===== config.mk =====
export PLATFORM = sky130hd
export DESIGN_NAME = pc_fetch_unit_flat
export DESIGN_NICKNAME = d
export VERILOG_FILES = /design/src/rtl/pc_fetch_pkg.sv /design/src/rtl/pc_fetch_unit_if.sv /design/src/rtl/pc_next_logic.sv /design/src/rtl/pc_fetch_unit.sv /design/src/flat_wrapper.sv
export SDC_FILE = /design/constraint.sdc
export NUM_CORES = 1
export LEC_CHECK = 0
export CAP_MARGIN = 20
export CORE_ASPECT_RATIO = 1.5
export CORE_MARGIN = 2
export CORE_UTILIZATION = 46
export CTS_CLUSTER_SIZE = 20
export DETAILED_ROUTE_END_ITERATION = 12
export PLACE_DENSITY = 0.92
export REMOVE_ABC_BUFFERS = 1
export SLEW_MARGIN = 25
export SYNTH_ARGS = -nofsm -noshare
export SYNTH_HDL_FRONTEND = slang
export SYNTH_SLANG_ARGS = --single-unit

===== constraint.sdc =====
create_clock -name clka -period 2.9 [get_ports clka]
set_clock_uncertainty 0.05 [all_clocks]
set_input_delay 0.58 -clock clka [delete_from_list [all_inputs] [get_ports clka]]
set_output_delay 0.58 -clock clka [all_outputs]
set_load 0.005 [all_outputs]

===== src/rtl/pc_fetch_pkg.sv =====
// Shared types and defaults for the PC / instruction-fetch sequencer.
package pc_fetch_pkg;

    localparam int unsigned DEF_PC_WIDTH     = 16;
    localparam int unsigned DEF_OFFSET_WIDTH = 9;
    localparam int unsigned IR_WIDTH         = 16;
    localparam logic [15:0] DEF_RESET_PC     = 16'h3000;
    localparam logic [IR_WIDTH-1:0] NOP      = 16'h0000;

    typedef enum logic [1:0] {
        StIdle    = 2'b00,
        StFetch   = 2'b01,
        StDecode  = 2'b10,
        StResolve = 2'b11
    } state_e;

endpackage


===== src/rtl/pc_fetch_unit_if.sv =====
// Control, instruction-memory and decoder signals of the fetch unit.
interface pc_fetch_unit_if
    import pc_fetch_pkg::*;
#(
    parameter int unsigned PC_WIDTH     = DEF_PC_WIDTH,
    parameter int unsigned OFFSET_WIDTH = DEF_OFFSET_WIDTH
);
    logic                    pc_ctl_0_in;
    logic                    pc_ctl_1_in;
    logic [OFFSET_WIDTH-1:0] offset_in;
    logic [PC_WIDTH-1:0]     jmp_base_in;
    logic                    halt_in;
    logic                    imem_ack_in;
    logic [IR_WIDTH-1:0]     imem_data_in;
    logic                    ir_ready_in;
    logic                    imem_req_out;
    logic [PC_WIDTH-1:0]     imem_addr_out;
    logic [IR_WIDTH-1:0]     ir_out;
    logic                    ir_valid_out;
    logic [PC_WIDTH-1:0]     pc_out;
    logic                    redirect_out;
    logic [1:0]              state_out;

    modport master (
        input  pc_ctl_0_in, pc_ctl_1_in, offset_in, jmp_base_in, halt_in,
        input  imem_ack_in, imem_data_in, ir_ready_in,
        output imem_req_out, imem_addr_out, ir_out, ir_valid_out, pc_out,
        output redirect_out, state_out
    );

    modport slave (
        output pc_ctl_0_in, pc_ctl_1_in, offset_in, jmp_base_in, halt_in,
        output imem_ack_in, imem_data_in, ir_ready_in,
        input  imem_req_out, imem_addr_out, ir_out, ir_valid_out, pc_out,
        input  redirect_out, state_out
    );

endinterface


===== src/rtl/pc_next_logic.sv =====
// Combinational redirect target: jump base, PC-relative branch, or hold.
module pc_next_logic
    import pc_fetch_pkg::*;
#(
    parameter int unsigned PC_WIDTH     = DEF_PC_WIDTH,
    parameter int unsigned OFFSET_WIDTH = DEF_OFFSET_WIDTH
) (
    input  logic [PC_WIDTH-1:0]     i_pc,
    input  logic                    i_br_taken,
    input  logic                    i_jmp_sel,
    input  logic [OFFSET_WIDTH-1:0] i_offset,
    input  logic [PC_WIDTH-1:0]     i_jmp_base,
    output logic [PC_WIDTH-1:0]     o_next_pc,
    output logic                    o_load
);

    logic [PC_WIDTH-1:0] w_offset_sext;

    assign w_offset_sext = {{(PC_WIDTH - OFFSET_WIDTH){i_offset[OFFSET_WIDTH-1]}}, i_offset};

    // Jump wins over branch when both are asserted.
    always_comb begin
        o_next_pc = i_pc;
        o_load    = 1'b0;
        if (i_jmp_sel) begin
            o_next_pc = i_jmp_base;
            o_load    = 1'b1;
        end else if (i_br_taken) begin
            o_next_pc = i_pc + w_offset_sext;
            o_load    = 1'b1;
        end
    end

endmodule


===== src/rtl/pc_fetch_unit.sv =====
// Holds the architectural PC and sequences fetch -> decode handoff -> branch resolve.
module pc_fetch_unit
    import pc_fetch_pkg::*;
#(
    parameter int unsigned         PC_WIDTH     = DEF_PC_WIDTH,
    parameter logic [PC_WIDTH-1:0] RESET_PC     = DEF_RESET_PC,
    parameter int unsigned         OFFSET_WIDTH = DEF_OFFSET_WIDTH
) (
    input logic            clka,
    input logic            reset_in,
    pc_fetch_unit_if.master bus
);

    state_e               r_state;
    state_e               w_state_next;
    logic [PC_WIDTH-1:0]  r_pc;
    logic [PC_WIDTH-1:0]  w_pc_next;
    logic [IR_WIDTH-1:0]  r_ir;
    logic [IR_WIDTH-1:0]  w_ir_next;
    logic                 r_redirect;
    logic                 w_redirect_next;
    logic [PC_WIDTH-1:0]  w_br_pc;
    logic                 w_br_load;

    pc_next_logic #(
        .PC_WIDTH    (PC_WIDTH),
        .OFFSET_WIDTH(OFFSET_WIDTH)
    ) u_pc_next_logic (
        .i_pc      (r_pc),
        .i_br_taken(bus.pc_ctl_0_in),
        .i_jmp_sel (bus.pc_ctl_1_in),
        .i_offset  (bus.offset_in),
        .i_jmp_base(bus.jmp_base_in),
        .o_next_pc (w_br_pc),
        .o_load    (w_br_load)
    );

    always_comb begin
        w_state_next    = r_state;
        w_pc_next       = r_pc;
        w_ir_next       = r_ir;
        w_redirect_next = 1'b0;
        unique case (r_state)
            StIdle: begin
                if (!bus.halt_in) w_state_next = StFetch;
            end
            StFetch: begin
                if (bus.imem_ack_in) begin
                    w_ir_next    = bus.imem_data_in;
                    w_pc_next    = r_pc + PC_WIDTH'(1);
                    w_state_next = StDecode;
                end
            end
            StDecode: begin
                if (bus.ir_ready_in) w_state_next = StResolve;
            end
            StResolve: begin
                w_pc_next       = w_br_pc;
                w_redirect_next = w_br_load;
                w_state_next    = bus.halt_in ? StIdle : StFetch;
            end
            default: w_state_next = StIdle;
        endcase
    end

    always_ff @(posedge clka) begin
        if (reset_in) begin
            r_state    <= StIdle;
            r_pc       <= RESET_PC;
            r_ir       <= NOP;
            r_redirect <= 1'b0;
        end else begin
            r_state    <= w_state_next;
            r_pc       <= w_pc_next;
            r_ir       <= w_ir_next;
            r_redirect <= w_redirect_next;
        end
    end

    assign bus.imem_req_out  = (r_state == StFetch);
    assign bus.imem_addr_out = (r_state == StFetch) ? r_pc : '0;
    assign bus.ir_out        = r_ir;
    assign bus.ir_valid_out  = (r_state == StDecode);
    assign bus.pc_out        = r_pc;
    assign bus.redirect_out  = r_redirect;
    assign bus.state_out     = r_state;

endmodule


===== src/flat_wrapper.sv =====
// flat-port wrapper written by rule: the top's interface ports become plain ports
module pc_fetch_unit_flat import pc_fetch_pkg::*;
#(
    parameter int unsigned         PC_WIDTH     = DEF_PC_WIDTH,
    parameter logic [PC_WIDTH-1:0] RESET_PC     = DEF_RESET_PC,
    parameter int unsigned         OFFSET_WIDTH = DEF_OFFSET_WIDTH
)
  (clka, reset_in, bus_pc_ctl_0_in, bus_pc_ctl_1_in, bus_offset_in, bus_jmp_base_in, bus_halt_in, bus_imem_ack_in, bus_imem_data_in, bus_ir_ready_in, bus_imem_req_out, bus_imem_addr_out, bus_ir_out, bus_ir_valid_out, bus_pc_out, bus_redirect_out, bus_state_out);
  pc_fetch_unit_if #(.PC_WIDTH(PC_WIDTH), .OFFSET_WIDTH(OFFSET_WIDTH)) bus_i ();
  input logic clka;
  input logic reset_in;
  input wire logic [$bits(bus_i.pc_ctl_0_in)-1:0] bus_pc_ctl_0_in;
  input wire logic [$bits(bus_i.pc_ctl_1_in)-1:0] bus_pc_ctl_1_in;
  input wire logic [$bits(bus_i.offset_in)-1:0] bus_offset_in;
  input wire logic [$bits(bus_i.jmp_base_in)-1:0] bus_jmp_base_in;
  input wire logic [$bits(bus_i.halt_in)-1:0] bus_halt_in;
  input wire logic [$bits(bus_i.imem_ack_in)-1:0] bus_imem_ack_in;
  input wire logic [$bits(bus_i.imem_data_in)-1:0] bus_imem_data_in;
  input wire logic [$bits(bus_i.ir_ready_in)-1:0] bus_ir_ready_in;
  output wire logic [$bits(bus_i.imem_req_out)-1:0] bus_imem_req_out;
  output wire logic [$bits(bus_i.imem_addr_out)-1:0] bus_imem_addr_out;
  output wire logic [$bits(bus_i.ir_out)-1:0] bus_ir_out;
  output wire logic [$bits(bus_i.ir_valid_out)-1:0] bus_ir_valid_out;
  output wire logic [$bits(bus_i.pc_out)-1:0] bus_pc_out;
  output wire logic [$bits(bus_i.redirect_out)-1:0] bus_redirect_out;
  output wire logic [$bits(bus_i.state_out)-1:0] bus_state_out;
  assign bus_i.pc_ctl_0_in = bus_pc_ctl_0_in;
  assign bus_i.pc_ctl_1_in = bus_pc_ctl_1_in;
  assign bus_i.offset_in = bus_offset_in;
  assign bus_i.jmp_base_in = bus_jmp_base_in;
  assign bus_i.halt_in = bus_halt_in;
  assign bus_i.imem_ack_in = bus_imem_ack_in;
  assign bus_i.imem_data_in = bus_imem_data_in;
  assign bus_i.ir_ready_in = bus_ir_ready_in;
  assign bus_imem_req_out = bus_i.imem_req_out;
  assign bus_imem_addr_out = bus_i.imem_addr_out;
  assign bus_ir_out = bus_i.ir_out;
  assign bus_ir_valid_out = bus_i.ir_valid_out;
  assign bus_pc_out = bus_i.pc_out;
  assign bus_redirect_out = bus_i.redirect_out;
  assign bus_state_out = bus_i.state_out;
  pc_fetch_unit #(.PC_WIDTH(PC_WIDTH), .RESET_PC(RESET_PC), .OFFSET_WIDTH(OFFSET_WIDTH)) u_core (.clka(clka), .reset_in(reset_in), .bus(bus_i));
endmodule

==> load_flow_metrics.sql, run 1 <==
INSERT INTO impl_metrics (metric_group, metric, value, unit) VALUES
('run_status', 'status', 'completed', ''),
('clock_tree', 'clock_sink_count', '35', ''),
('layout', 'fin_area', '0.00417', 'mm²'),
('min_path', 'hold_path_class', 'reg -> reg', ''),
('yosys', 'synth-seq-area-share', '24.7', '%'),
('yosys', 'synthesis.yosys.warnings', '0', ''),
('clock_tree', 'cts_htree_levels', '2', ''),
('timing', 'max_freq', '355', 'MHz'),
('timing', 'slew_hr', '58.7', '%'),
('placement', 'globalplace.congestion', '0.950', ''),
('timing', 'final.hold.worst_slack', '0.406', 'ns'),
('routing', 'ant_nets', '0', ''),
('placement', 'hpwlAfterDp', '6950', 'µm'),
('clock_tree', 'cts_tree', 'yes', ''),
('yosys', 'ys_async_sr_fraction', '0', '%'),
('floorplan', 'rows', '35', ''),
('timing', 'tightest_slew', '0.619', 'ns'),
('critical_path', 'worst-setup-path-type', 'in -> reg', ''),
('yosys', 'synthTopCellsByArea', 'dfxtp_1, ha_1, nand2_1', ''),
('timing', 'min_period', '2.82', 'ns'),
('layout', 'drive_gt1_share', '12.0', '%'),
('layout', 'antenna_cells', '0', ''),
('clock_tree', 'worst_setup_hold_path_clk_slew', '0.07', 'ns'),
('yosys', 'syn_area_per_cell', '7.75', 'µm²'),
('global_route', 'grt_pass1_vias', '3102', ''),
('yosys', 'yosys_most_used_dff', 'dfxtp_1', ''),
('critical_path', 'crit_path_cell_trace', 'clkdlybuf4s50_1 -> ha_2 -> fa_2 -> a211oi_2 -> buf_4 -> o21ai_2 -> o311a_1 -> o211ai_1 -> mux2_4 -> a2bb2oi_2', ''),
('global_route', 'initial_antenna_violation_count', '0', ''),
('pwr', 'power_density', '546', 'mW/mm²'),
('global_route', 'grt_util_all_layers', '26.2', '%'),
('layout', 'finish.net_count', '555', ''),
('timing', 'setup_viol_count_final', '0', ''),
('routing', 'topRoutingLayerUsed', 'met4', ''),
('placement', 'place_ws', '-0.317', 'ns'),
('yosys', 'number_of_synthesized_flops_with_an_enable_pin', '0', ''),
('clock_tree', 'postCtsHoldBufs', '0', ''),
('global_route', 'globalRoute.totalOverflow', '0', ''),
('critical_path', 'worst-endpoint-arrival', '2.99', 'ns'),
('critical_path', 'timing.critical_path.from_type', 'input port', ''),
('placement', 'placedCellCount', '549', ''),
('timing', 'timing_max_transition_violations_final', '0', ''),
('pwr', 'ir_worst_vdd', '294', 'µV'),
('routing', 'avgViaCountPerCell', '5.93', ''),
('routing', 'routed-wl-met3', '660', 'µm'),
('clock_tree', 'clock_tree.buffer_depth', '2', ''),
('yosys', 'syn-instance-count', '366', ''),
('layout', 'count_of_non_filler_cells_in_the_finished_layout', '559', ''),
('clock_tree', 'cts_inserted_buffers', '5', ''),
('yosys', 'distinct_cell_type_count_of_the_synthesized_netlist', '66', ''),
('flow_run', 'max_cap_violations', '0', ''),
('routing', 'detail_route.iter0.violations', '168', ''),
('clock_tree', 'worst_skew_pair.late_latency', '0.29', 'ns'),
('routing', 'dr_total_vias', '3316', ''),
('yosys', 'netlist.area_leader.share', '24.7', '%'),
('global_route', 'grt_first_pass_wirelength', '14100', 'µm'),
('floorplan', 'floorplan.die.height', '100', 'µm'),
('critical_path', 'critPathCaptureType', 'register', ''),
('placement', 'placed_standard_cell_area', '0.00403', 'mm²'),
('floorplan', 'core_region_area', '0.00604', 'mm²'),
('timing', 'hold_viol', '0', ''),
('routing', 'met2_wirelength', '4760', 'µm'),
('floorplan', 'floorplan.initialDensity', '47.0', '%'),
('yosys', 'synth_top_cell_by_area', 'dfxtp_1', ''),
('floorplan', 'fp.dieW', '68.1', 'µm'),
('floorplan', 'design.die.area', '0.00683', 'mm²'),
('critical_path', 'largest_fanout_on_the_critical_path', '2', ''),
('clock_tree', 'cts-root-buf', 'clkbuf_8', ''),
('floorplan', 'top_level_ports', '101', ''),
('routing', 'finalWirelength', '9170', 'µm'),
('placement', 'portbufs', '100', ''),
('timing', 'final.setup.worst_slack', '0.0838', 'ns');
worst paths after layout:
| kind | to | depth (start not counted) | from |
|---|---|---|---|
| worst max-delay path | u_core.bus.pc_out[12]$_SDFFE_PP1P_ | 10 | bus_offset_in[0] |
| worst min-delay path | u_core.bus.ir_out[6]$_SDFFE_PP0P_ | 2 | u_core.bus.ir_out[6]$_SDFFE_PP0P_ |
| worst max register to register | u_core.bus.pc_out[5]$_SDFFE_PP0P_ | 7 | u_core.bus.state_out[1]$_SDFFE_PP0P_ |
| worst min register to register | u_core.bus.ir_out[6]$_SDFFE_PP0P_ | 2 | u_core.bus.ir_out[6]$_SDFFE_PP0P_ |
where the power goes:
part	total (W)	switching, W	internal (W)
sequential	0.000660	0.000101	0.000559
clock	0.000363	0.000176	0.000186
combinational	0.00125	0.000633	0.000618
cell usage after synthesis (all sizes together), types with 4 or more instances:
library cell / number
xor2: 6
ha: 21
nand3: 5
dfxtp: 35
clkbuf: 17
nand2: 57
and3: 6
mux2i: 5
xnor2: 8
nor4: 4
a211oi: 5
nor2b: 4
and2: 18
a31oi: 13
nor2: 25
nand4: 4
o211ai: 5
o21ai: 22
nor3b: 4
nor3: 8
a21oi: 40
inv: 5
a21o: 6
cell type report:
cell class              instances  area, µm²
multi-input cells             308       2040
fillers                       464       1880
repair buffers                130       1230
flip-flops and latches         35        701
well taps                      74       92.6
clock buffers                   6       82.6
inverters                       5       18.8
clock inverters                 1       5.00
per-layer routing:
layer  global-route usage [%]  vias up
met3                     3.14       36
met2                     47.8      181
li1                         -     1577
met1                     29.5     1522
met5                        0        -
met4                     11.2        0
what timing repair did:
item / 4_1_cts / 5_1_grt
resized for setup: 1 / 5
endpoints found under the setup margin: 1 / 1
pin swaps: 0 / 5
endpoints found under the hold margin: 0 / 0
buffers inserted: 0 / 3
cloned: 0 / 0
flip-flops by register name (all words and copies together), names as in the netlist:
signal and cells:
u_core.bus.state_out 2, u_core.bus.ir_out 16, u_core.bus.pc_out 16, u_core.bus.redirect_out 1
layout by cell type (no fill, tap or decap), drive strengths merged, types with 3 or more instances in the layout:
cell type	Yosys	routed
xnor2	8	8
nor2	25	25
a21oi	40	40
a21o	6	6
o21ai	22	22
nand3	5	5
nand2	57	57
nand4	4	4
a211oi	5	5
clkbuf	17	6
nand2b	3	3
o211ai	5	5
a31oi	13	13
and3	6	6
nor3	8	8
nor3b	4	4
buf	1	30
mux2i	5	5
o21bai	3	3
clkdlybuf4s50	0	100
inv	5	5
ha	21	21
nor4	4	4
nor2b	4	4
xor2	6	6
dfxtp	35	35
and2	18	18
worst max-delay path, delay by kind of cell:
kind | cells | cell delay, ns
mux | 1 | 0.33
compound gates | 5 | 0.95
fa+ha+maj | 2 | 0.57
buf+inv | 2 | 0.55
kinds of logic after synthesis:
kind of cell	Yosys count	share of synthesized area [%]
multiplexers	7	2.56
buffers and inverters	23	4.28
adder cells (fa/ha/maj)	22	9.96
AO/OA/AOI/OAI	120	27.5
AND/OR/NAND/NOR	145	26.7
XOR/XNOR	14	4.32
flip-flops	35	24.7
stage by stage:
step / util (%) / power, W / setup TNS, ns
finish: 68.9 / 0.00227 / 0
detailed placement: 66.7 / 0.00188 / -0.514
global placement: 66.7 / 0.00183 / -0.278
CTS: 68.2 / 0.00224 / 0
floorplan: - / 0.00131 / 0
global route: 68.9 / 0.00241 / -0.000302
Power figures use the tool's default switching activity.
==> inputs of run 2 (changes only) <==
CORE_UTILIZATION = 49   (was 46)
PLACE_DENSITY = 0.95   (was 0.92)
clock period = 3.3 ns   (was 2.9 ns; I/O delays follow)
==> load_flow_metrics.sql, run 2 (same netlist as run 1, synthesis figures left out) <==
INSERT INTO impl_metrics (metric_group, metric, value, unit) VALUES
('global_route', 'grt_first_pass_wirelength', '14100', 'µm'),
('routing', 'dr_total_vias', '3141', ''),
('global_route', 'grt_util_all_layers', '27.2', '%'),
('timing', 'final.hold.worst_slack', '0.405', 'ns'),
('placement', 'portbufs', '100', ''),
('placement', 'place_ws', '-0.0801', 'ns'),
('critical_path', 'timing.reg2reg.worst_path_depth', '8', ''),
('routing', 'avgViaCountPerCell', '5.88', ''),
('layout', 'finish.net_count', '532', ''),
('clock_tree', 'cts-root-buf', 'clkbuf_8', ''),
('critical_path', 'slowest_stage', 'fa_1', ''),
('timing', 'hold_viol', '0', ''),
('floorplan', 'rows', '34', ''),
('critical_path', 'cp-endpoint', 'u_core.bus.pc_out[12]$_SDFFE_PP1P_', ''),
('timing', 'max_freq', '331', 'MHz'),
('pwr', 'finalPower', '0.00192', 'W'),
('clock_tree', 'cts_htree_levels', '2', ''),
('critical_path', 'critical_path_cell_count', '9', ''),
('critical_path', 'worstSetupStartpoint', 'bus_offset_in[0]', ''),
('timing', 'slew_hr', '59.4', '%'),
('critical_path', 'critPathCaptureType', 'register', ''),
('routing', 'routed_wire_length_per_instance', '15.9', 'µm'),
('run_status', 'status', 'completed', ''),
('floorplan', 'top_level_ports', '101', ''),
('critical_path', 'crit_family', 'compound AO/OA/AOI/OAI gates', ''),
('timing', 'min_period', '3.02', 'ns'),
('timing', 'grt_setup_unrepaired', 'false', ''),
('clock_tree', 'cts_tree', 'yes', ''),
('floorplan', 'fp.dieW', '66.1', 'µm'),
('routing', 'remaining_drc_errors', '0', ''),
('critical_path', 'timing.critical_path.from_type', 'input port', ''),
('clock_tree', 'post-cts-setup-buffer-count', '0', ''),
('global_route', 'grt_max_degree', '37', ''),
('critical_path', 'largest_fanout_on_the_critical_path', '3', ''),
('global_route', 'globalRoute.totalOverflow', '0', ''),
('layout', 'most_used_cells_in_the_layout_excluding_fill_and_tap_cells', 'clkdlybuf4s50_1, nand2_1, a21oi_1, dfxtp_1, nor2_1', ''),
('critical_path', 'crit_path_cell_trace', 'clkdlybuf4s50_1 -> ha_1 -> fa_1 -> a211oi_2 -> o21ai_1 -> o311a_1 -> o211ai_1 -> mux2_1 -> a2bb2oi_1', ''),
('timing', 'final.setup.worst_slack', '0.282', 'ns'),
('critical_path', 'worstPathBufferInverterCount', '1', ''),
('clock_tree', 'worst_setup_hold_path_clk_slew', '0.07', 'ns'),
('floorplan', 'core_region_area', '0.00570', 'mm²'),
('global_route', 'initial_antenna_violation_count', '0', ''),
('pwr', 'ir_worst_vdd', '269', 'µV'),
('critical_path', 'worst_path_largest_cell_delay', '0.44', 'ns'),
('timing', 'timing_max_transition_violations_final', '0', ''),
('routing', 'detail_route.iter0.violations', '109', ''),
('floorplan', 'floorplan.initialDensity', '49.8', '%'),
('flow_run', 'max_cap_violations', '0', ''),
('clock_tree', 'worst_skew_pair.late_latency', '0.29', 'ns'),
('floorplan', 'floorplan.die.height', '97.2', 'µm'),
('critical_path', 'timing.rr.start', 'u_core.bus.pc_out[0]$_SDFFE_PP0P_', ''),
('min_path', 'hold_path_class', 'reg -> reg', ''),
('layout', 'commonest_non_fill_non_tap_cell_in_the_layout', 'clkdlybuf4s50_1', ''),
('floorplan', 'design.die.area', '0.00643', 'mm²'),
('placement', 'hpwlAfterDp', '6560', 'µm'),
('critical_path', 'regToRegEndpoint', 'u_core.bus.pc_out[12]$_SDFFE_PP1P_', ''),
('pwr', 'leakagePower', '1.53', 'nW'),
('critical_path', 'worst-setup-path-type', 'in -> reg', ''),
('critical_path', 'r2r_slack', '0.59', 'ns'),
('clock_tree', 'cts_inserted_buffers', '5', ''),
('critical_path', 'timing.critical_path.required', '3.47', 'ns'),
('global_route', 'grt_pass1_vias', '2996', ''),
('layout', 'finish.utilization', '69.7', '%'),
('layout', 'flow.area_growth_from_synthesis', '39.9', '%'),
('pwr', 'power_density', '485', 'mW/mm²'),
('routing', 'ant_nets', '0', ''),
('timing', 'finalCritPeriodShare', '91.5', '%'),
('placement', 'globalplace.congestion', '0.933', ''),
('routing', 'first_pass_detailed_route_iteration_total', '4', ''),
('clock_tree', 'clock_tree.buffer_depth', '2', ''),
('routing', 'finalWirelength', '8490', 'µm'),
('clock_tree', 'clock_sink_count', '35', ''),
('timing', 'setup_viol_count_final', '0', ''),
('layout', 'drive_gt1_share', '6.49', '%'),
('layout', 'antenna_cells', '0', ''),
('critical_path', 'worst-endpoint-arrival', '3.19', 'ns'),
('timing', 'tightest_slew', '0.606', 'ns');
==> run 2: changes by cell type in the layout (fill, tap and decap cells not counted), sizes merged <==
cell / previous run / this run
buf: 30 / 7
==> run 2: layout make-up <==
cell class | count | area [µm²]
multi-input combinational | 308 | 2020
fill | 454 | 1730
timing repair buffer | 107 | 1050
sequential | 35 | 701
tap | 72 | 90.1
clock buffer | 6 | 82.6
inverter | 5 | 18.8
clock inverter | 1 | 5.00
==> run 2: through the flow <==
step | setup TNS (ns) | instance area (µm²) | instances
6_report | 0 | 3970 | 534
2_1_floorplan | 0 | 2740 | 348
4_1_cts | 0 | 3970 | 534
5_1_grt | 0 | 3970 | 534
3_3_place_gp | -0.0180 | 3880 | 527
3_5_place_dp | -0.0801 | 3880 | 527
==> run 2: worst min-delay path by stage <==
stage                                             from                                 end  slack, ns  cells past startpoint
floorplan            u_core.bus.ir_out[0]$_SDFFE_PP0P_   u_core.bus.ir_out[0]$_SDFFE_PP0P_       0.40                      2
global placement    u_core.bus.ir_out[15]$_SDFFE_PP0P_  u_core.bus.ir_out[15]$_SDFFE_PP0P_       0.39                      2
detailed placement  u_core.bus.ir_out[11]$_SDFFE_PP0P_  u_core.bus.ir_out[11]$_SDFFE_PP0P_       0.40                      2
CTS                 u_core.bus.ir_out[11]$_SDFFE_PP0P_  u_core.bus.ir_out[11]$_SDFFE_PP0P_       0.41                      2
global route        u_core.bus.ir_out[13]$_SDFFE_PP0P_  u_core.bus.ir_out[13]$_SDFFE_PP0P_       0.43                      2
finish              u_core.bus.ir_out[11]$_SDFFE_PP0P_  u_core.bus.ir_out[11]$_SDFFE_PP0P_       0.40                      2
==> run 2: per-layer routing <==
metal / global-route usage, % / vias up / share of wire [%]
met5: 0 / - / 0
met4: 12.4 / 0 / 3.8
met3: 4.63 / 24 / 6.9
met2: 48.2 / 131 / 52
met1: 30.7 / 1445 / 37
li1: - / 1541 / -
==> run 2: worst register-to-register path, stage by stage, from the launching register on <==
cell and delay [ns]:
dfxtp_1 0.40, ha_1 0.27, fa_1 0.44, a211oi_2 0.33, o21ai_1 0.14, o311a_1 0.32, o211ai_1 0.18, mux2_1 0.35
a2bb2oi_1 0.15
==> run 2: what timing repair did <==
item	in CTS	in global routing
hold buffers	0	0
resized for setup	0	1
hold endpoints to repair	0	0
endpoints found under the setup margin	0	1
==> run 2: where the power goes <==
group	switching [W]	leakage [nW]	total, W	internal [W]
registers	0.000103	0.284	0.000594	0.000491
logic	0.000520	1.19	0.00102	0.000496
clock network	0.000151	0.0470	0.000314	0.000164
==> RTL edit: new RTL, flow settings as in run 2 <==
The package constant `IR_WIDTH` goes from 16 to 20.
--- a/src/rtl/pc_fetch_pkg.sv
+++ b/src/rtl/pc_fetch_pkg.sv
@@ -5,3 +5,3 @@
     localparam int unsigned DEF_OFFSET_WIDTH = 9;
-    localparam int unsigned IR_WIDTH         = 16;
+    localparam int unsigned IR_WIDTH         = 20;
     localparam logic [15:0] DEF_RESET_PC     = 16'h3000;
Ports: changed (resized bus_imem_data_in and bus_ir_out); port bits go from 101 to 109. No check against the original RTL was run, so the function may have changed too.
==> RTL edit against run 2 <==
  * Sequential cell count increased by 4
  * Cell area increased by 6.2%
  * Setup slack got worse by 0.025 ns
  * First-iteration DRC count increased by 49%
  * Synthesized area increased by 2.8%
  * Wire length increased by 11%
  * Sequential share of layout area increased by 0.87 points
  * Power increased by 11%
==> RTL edit: results (changes against run 2) <==
- Result of the run: completed (unchanged)
- Final hold slack: 0.4123 ns (was 0.4048 ns)
- Compound-gate portion of the synthesized area: 0.2629 (was 0.2751)
- DR vias: 3,493 (was 3,141)
- Clock network fraction of total power: 0.195 (was 0.163)
- Nets: 578 (was 532)
- Met3 layer usage reported by global route: 0.05479 (was 0.04635)
- Worst hold endpoint: u_core.bus.ir_out[16] (was u_core.bus.ir_out[11])
- Routing usage on met2: 0.5278 (was 0.4815)
- Overall Power: 0.002145 W (was 0.001925 W)
- Worst EP arrival: 3.17 ns (was 3.19 ns)
- Routed wire per std cell: 16.28 µm (was 15.89 µm)
- Arithmetic-cell share of the synthesized area counting full adders, half adders and majority gates: 0.09691 (was 0.09965)
- Largest cells by area after synthesis: sky130_fd_sc_hd__dfxtp_1, sky130_fd_sc_hd__ha_1, sky130_fd_sc_hd__nand2_1 (unchanged)
- Routed length on met3: 840 µm (was 587 µm)
- Met2 WL post-DR: 4876 µm (was 4421 µm)
- Number of standard cells after synthesis: 397 (was 366)
- Highest attainable clock frequency: 328.6 MHz (was 331.4 MHz)
- Dominant combinational cell family by area after synthesis: simple AND/OR/NAND/NOR gates (was compound AO/OA/AOI/OAI gates)
- Routed wire length: 9393 µm (was 8486 µm)
- Cell type of the slowest stage on the worst timing path: sky130_fd_sc_hd__or4_1 (was sky130_fd_sc_hd__fa_1)
- Post-placement cell area: 4099 µm² (was 3879 µm²)
- Total sequential power: 0.000646 W (was 0.000594 W)
- Min-Delay Startpoint: u_core.bus.ir_out[16] (was u_core.bus.ir_out[11])
- Number of clock sinks: 39 (was 35)
- Instance count after placement with tap cells included: 569 (was 527)
- Cell family with most CP delay: simple AND/OR/NAND/NOR gates (was compound AO/OA/AOI/OAI gates)
[RTL edit: changes by cell type in the layout (fill, tap and decap cells not counted), moves of 4 or more]
cell                              before  now
sky130_fd_sc_hd__nand3_1               4    9
sky130_fd_sc_hd__nor2_1               24   29
sky130_fd_sc_hd__dfxtp_1              35   39
sky130_fd_sc_hd__xnor2_1               8    3
sky130_fd_sc_hd__buf_4                 7   12
sky130_fd_sc_hd__a21oi_1              40   36
sky130_fd_sc_hd__o21a_1                1    6
sky130_fd_sc_hd__nor3_1                8   14
sky130_fd_sc_hd__o21ai_0              19   25
sky130_fd_sc_hd__clkdlybuf4s50_1     100  108
sky130_fd_sc_hd__nand2_1              56   66
[RTL edit: worst min-delay path: stages (launching register included)]
cell,delay [ns]
sky130_fd_sc_hd__dfxtp_1,0.32
sky130_fd_sc_hd__nand2_1,0.05
sky130_fd_sc_hd__a21oi_1,0.05
